==> config.mk <==
export PLATFORM = sky130hd
export DESIGN_NAME = multicycle_control
export DESIGN_NICKNAME = d
export VERILOG_FILES = /design/src/rtl/multicycle_control.sv
export SDC_FILE = /design/constraint.sdc
export NUM_CORES = 1
export LEC_CHECK = 0
export CELL_PAD_IN_SITES_DETAIL_PLACEMENT = 1
export CELL_PAD_IN_SITES_GLOBAL_PLACEMENT = 2
export CORE_ASPECT_RATIO = 0.6
export CORE_UTILIZATION = 22
export CTS_BUF_LIST = sky130_fd_sc_hd__clkbuf_8
export DETAILED_ROUTE_END_ITERATION = 6
export HOLD_SLACK_MARGIN = 0.05
export PLACE_DENSITY_LB_ADDON = 0.2
export SYNTH_ARGS = -nofsm -noshare
export SYNTH_HDL_FRONTEND = slang
export SYNTH_SLANG_ARGS = --single-unit
export TNS_END_PERCENT = 100
==> constraint.sdc <==
create_clock -name clk -period 3.8 [get_ports clk]
set_input_delay 0.57 -clock clk [delete_from_list [all_inputs] [get_ports clk]]
set_output_delay 0.57 -clock clk [all_outputs]
set_load 0.02 [all_outputs]
==> src/rtl/multicycle_control.sv <==
// Control FSM for a multi-cycle MIPS datapath with a shared memory port and ALU.
// Sequences fetch/decode/execute/memory/writeback and stalls on mem_ready.
module multicycle_control (
  input  logic       clk,
  input  logic       reset,
  input  logic [5:0] Op,
  input  logic [5:0] Func,
  input  logic       Zero,
  input  logic       mem_ready,
  output logic       PCWrite,
  output logic [1:0] PCSrc,
  output logic       IorD,
  output logic       MemRead,
  output logic       MemWrite,
  output logic       IRWrite,
  output logic       RegDst,
  output logic       MemtoReg,
  output logic       RegWrite,
  output logic       ALUSrcA,
  output logic [1:0] ALUSrcB,
  output logic [3:0] ALUCntl,
  output logic       instr_done,
  output logic       illegal,
  output logic [3:0] state_o
);

  typedef enum logic [3:0] {
    S_FETCH  = 4'd0,  S_DECODE = 4'd1,  S_MEMADR = 4'd2,  S_MEMRD = 4'd3,
    S_MEMWB  = 4'd4,  S_MEMWR  = 4'd5,  S_REXEC  = 4'd6,  S_RWB   = 4'd7,
    S_IEXEC  = 4'd8,  S_IWB    = 4'd9,  S_BRANCH = 4'd10, S_JUMP  = 4'd11
  } state_t;

  localparam logic [5:0] OP_RTYPE = 6'b000000;
  localparam logic [5:0] OP_LW    = 6'b100011;
  localparam logic [5:0] OP_SW    = 6'b101011;
  localparam logic [5:0] OP_ADDI  = 6'b001000;
  localparam logic [5:0] OP_BEQ   = 6'b000100;
  localparam logic [5:0] OP_BNE   = 6'b000101;
  localparam logic [5:0] OP_J     = 6'b000010;

  localparam logic [3:0] ALU_ADD = 4'b0010;
  localparam logic [3:0] ALU_SUB = 4'b0110;

  state_t     state_q, state_d;
  logic       func_ok;
  logic [3:0] func_alu;
  logic       pc_write_c, mem_read_c, mem_write_c, ir_write_c;
  logic       reg_write_c, done_c, illegal_c;

  always_ff @(posedge clk) begin
    if (reset) state_q <= S_FETCH;
    else       state_q <= state_d;
  end

  always_comb begin
    func_ok  = 1'b1;
    func_alu = ALU_ADD;
    case (Func)
      6'b100000: func_alu = ALU_ADD;
      6'b100010: func_alu = ALU_SUB;
      6'b100100: func_alu = 4'b0000;
      6'b100101: func_alu = 4'b0001;
      6'b100111: func_alu = 4'b1100;
      6'b101010: func_alu = 4'b0111;
      default:   func_ok  = 1'b0;
    endcase
  end

  always_comb begin
    state_d     = state_q;
    pc_write_c  = 1'b0;
    PCSrc       = 2'b00;
    IorD        = 1'b0;
    mem_read_c  = 1'b0;
    mem_write_c = 1'b0;
    ir_write_c  = 1'b0;
    RegDst      = 1'b0;
    MemtoReg    = 1'b0;
    reg_write_c = 1'b0;
    ALUSrcA     = 1'b0;
    ALUSrcB     = 2'b00;
    ALUCntl     = ALU_ADD;
    done_c      = 1'b0;
    illegal_c   = 1'b0;
    case (state_q)
      S_FETCH: begin
        mem_read_c = 1'b1;
        ALUSrcB    = 2'b01;
        if (mem_ready) begin
          ir_write_c = 1'b1;
          pc_write_c = 1'b1;
          state_d    = S_DECODE;
        end
      end
      S_DECODE: begin
        // ALU precomputes the branch target while the opcode is decoded
        ALUSrcB = 2'b11;
        case (Op)
          OP_RTYPE:     state_d = func_ok ? S_REXEC : S_FETCH;
          OP_LW, OP_SW: state_d = S_MEMADR;
          OP_ADDI:      state_d = S_IEXEC;
          OP_BEQ, OP_BNE: state_d = S_BRANCH;
          OP_J:         state_d = S_JUMP;
          default:      state_d = S_FETCH;
        endcase
        illegal_c = ((Op == OP_RTYPE) && !func_ok) ||
                    !(Op inside {OP_RTYPE, OP_LW, OP_SW, OP_ADDI, OP_BEQ, OP_BNE, OP_J});
      end
      S_MEMADR: begin
        ALUSrcA = 1'b1;
        ALUSrcB = 2'b10;
        state_d = (Op == OP_SW) ? S_MEMWR : S_MEMRD;
      end
      S_MEMRD: begin
        IorD       = 1'b1;
        mem_read_c = 1'b1;
        if (mem_ready) state_d = S_MEMWB;
      end
      S_MEMWB: begin
        MemtoReg    = 1'b1;
        reg_write_c = 1'b1;
        done_c      = 1'b1;
        state_d     = S_FETCH;
      end
      S_MEMWR: begin
        IorD        = 1'b1;
        mem_write_c = 1'b1;
        if (mem_ready) begin
          done_c  = 1'b1;
          state_d = S_FETCH;
        end
      end
      S_REXEC: begin
        ALUSrcA = 1'b1;
        ALUCntl = func_alu;
        state_d = S_RWB;
      end
      S_RWB: begin
        RegDst      = 1'b1;
        reg_write_c = 1'b1;
        done_c      = 1'b1;
        state_d     = S_FETCH;
      end
      S_IEXEC: begin
        ALUSrcA = 1'b1;
        ALUSrcB = 2'b10;
        state_d = S_IWB;
      end
      S_IWB: begin
        reg_write_c = 1'b1;
        done_c      = 1'b1;
        state_d     = S_FETCH;
      end
      S_BRANCH: begin
        ALUSrcA    = 1'b1;
        ALUCntl    = ALU_SUB;
        PCSrc      = 2'b01;
        pc_write_c = (Op == OP_BNE) ? ~Zero : Zero;
        done_c     = 1'b1;
        state_d    = S_FETCH;
      end
      S_JUMP: begin
        PCSrc      = 2'b10;
        pc_write_c = 1'b1;
        done_c     = 1'b1;
        state_d    = S_FETCH;
      end
      default: state_d = S_FETCH;
    endcase
  end

  // Strobes are squashed during reset so an abandoned instruction leaves no side effects
  assign PCWrite    = pc_write_c  & ~reset;
  assign MemRead    = mem_read_c  & ~reset;
  assign MemWrite   = mem_write_c & ~reset;
  assign IRWrite    = ir_write_c  & ~reset;
  assign RegWrite   = reg_write_c & ~reset;
  assign instr_done = done_c      & ~reset;
  assign illegal    = illegal_c   & ~reset;
  assign state_o    = state_q;

endmodule

==> metrics.txt <==
dpl ws 0.307 ns; Die W a little under 80 um; max FFs per register 4; DRC violations left 0; layout cells sized above 1 6.76%; power per cell area 184 nW/um^2; IO Count 39; grt ovf 0; EDFF count, synth 0; fin crit period around 3.5 ns; Clock Tree Buf Depth 2; Seq/Total Area, Yosys roughly a tenth; DIE HEIGHT 48.6 um; Slew Limit Fails 0; row cnt 16; RSZ-0062 raised after global routing no; Core Area 3340 um^2; max-cap viol count 0; CP Max Fanout 9; Critical Path RT 3.23 ns; initial antenna violation count 0; M1 WL 1.55 mm; final net count 166; critical path arrival 2.92 ns; Fin Setup TNS 0 ns; most common cell after layout, fill and taps aside clkdlybuf4s50_1; vias in the first global route slightly above 1000; Post-synth top flop dfxtp_1; Post-Syn Area 795 um^2; Synth top area share between 10% and 20%; dpl hpwl around 2.2 mm; CTS clk-pin slew, worst paths 0.03 ns; worst setup margin 0.306 ns; Crit Path Class input port to primary output; Slew Limit Headroom a little under three fifths; Filler cells around 420; First-pass DRT Iterations 4; CTS Buf Count 3; post-cts resize count 0; Total GRT Usage 16.5%; top layer in use met4; final period utilization 92.0%; clock root buffer clkbuf_8; most frequent cells in the layout clkdlybuf4s50_1, nor2_1, nand2_1, nor2b_1; met2 WL post-DR 1.20 mm; TritonCTS clock tree built; first-pass GRT wire length 5.14 mm; largest net degree at the start of global routing 21; Post-CTS Setup Bufs 0; Antenna Cells 0; Final Setup Violations 0; Unique masters post-synth 48; Crit. End Element primary output; wirelength, routed 2.89 mm; Avg Cell Area, Syn 6.79 um^2; vias per cell 5.17; area added between synthesis and finish 53.2%; Skew-Pair Late Insertion Delay 0.22 ns; Slew @ Worst Pin 0.653 ns; Leakage 0.391 nW; Synth warnings 0; Hold Vio Cnt, Final 0; Port Buffer Count 38; Synth area leader dfxtp_1; Synth Register Bits 4; Worst Hold Path Cells 3; Cells after Synth 117; die area 3860 um^2; reg2reg path depth 3; per-cell routed wire length 15.0 um; Tightest Hold Check Type flip-flop to flip-flop; Antenna Violating Nets Remaining 0; placer congestion estimate 0.737; met3 routed WL 129 um; Starting DRT DRC Count 63; critical path launch point type input port; Synth area leaders dfxtp_1, nor3b_1, nor2b_1; f_max 0.286 GHz; Synthesized Nets 133; Sink Count 4; Initial Util between 20% and 30%; via count 998; Hold Buf Count CTS 0; clk_skew 0.00314 ns; status finished clean; ys async rst share 0%; H-tree levels 1; Worst IR Drop VDD 0.125 mV
## worst max-delay path: stages
cell and delay (ns):
clkdlybuf4s50_1 0.54, or3_1 0.46, a2111oi_0 0.50, o311a_1 0.25, clkdlybuf4s50_1 0.61
## worst paths after layout
path                   start  slack (ns)         end
setup / recovery       Op[2]        0.31     illegal
setup reg to reg  state_o[0]        1.94  state_o[2]
hold reg to reg   state_o[1]        0.87  state_o[0]
hold / removal    state_o[1]        0.87  state_o[0]
## cell type report
class / count / area, um^2 / area share, %
clock buffers: 3 / 41.3 / 3.39
multi-input cells: 100 / 648 / 53.2
well taps: 45 / 56.3 / 4.62
flip-flops and latches: 4 / 80.1 / 6.58
inverters: 3 / 11.3 / 0.925
repair buffers: 38 / 380 / 31.2
## logic make-up (layout without fill, tap and decap cells)
group,after synthesis,in the layout,synth area share (%)
multiplexers,2,2,2.83
XOR/XNOR,2,2,2.21
AO/OA/AOI/OAI,27,27,23.6
AND/OR/NAND/NOR,69,69,52.9
flip-flops,4,4,10.1
buffers and inverters,13,44,8.35
## where the power goes
group	internal (mW)	switching [mW]	leakage (nW)
clock network	0.0674	0.0206	0.0216
registers	0.0438	0.00726	0.0325
logic	0.0423	0.0423	0.337
total	0.153	0.0702	0.391
## metrics by stage
step	instances	utilization [%]	cell area, um^2	hold WS, ns	power [mW]
2_1_floorplan	117	-	795	0.718	0.0938
3_3_place_gp	190	35.2	1180	0.866	0.135
3_5_place_dp	190	35.2	1180	0.888	0.136
4_1_cts	193	36.4	1220	0.886	0.227
5_1_grt	193	36.4	1220	0.971	0.239
6_report	193	36.4	1220	0.872	0.224
## Yosys cell counts (2+ instances only)
cell type,count
inv_1,3
nand3b_1,2
nand4b_1,2
nor2_1,13
dfxtp_1,4
clkbuf_1,4
nand2b_1,3
nor3_1,7
nor2b_1,8
buf_1,2
nor3b_1,7
a31o_2,2
mux2_2,2
buf_2,2
o21ai_0,4
nand2_1,11
buf_6,2
nand3_1,2
or3_1,2
a21oi_1,6
a31oi_1,2
## metal layers
layer  GRT usage, %  up-vias
li1               -      501
met1           25.0      470
met2           24.5       23
met3           2.45        4
met4           2.73        0
met5              0        -
Power figures use the tool's default switching activity.
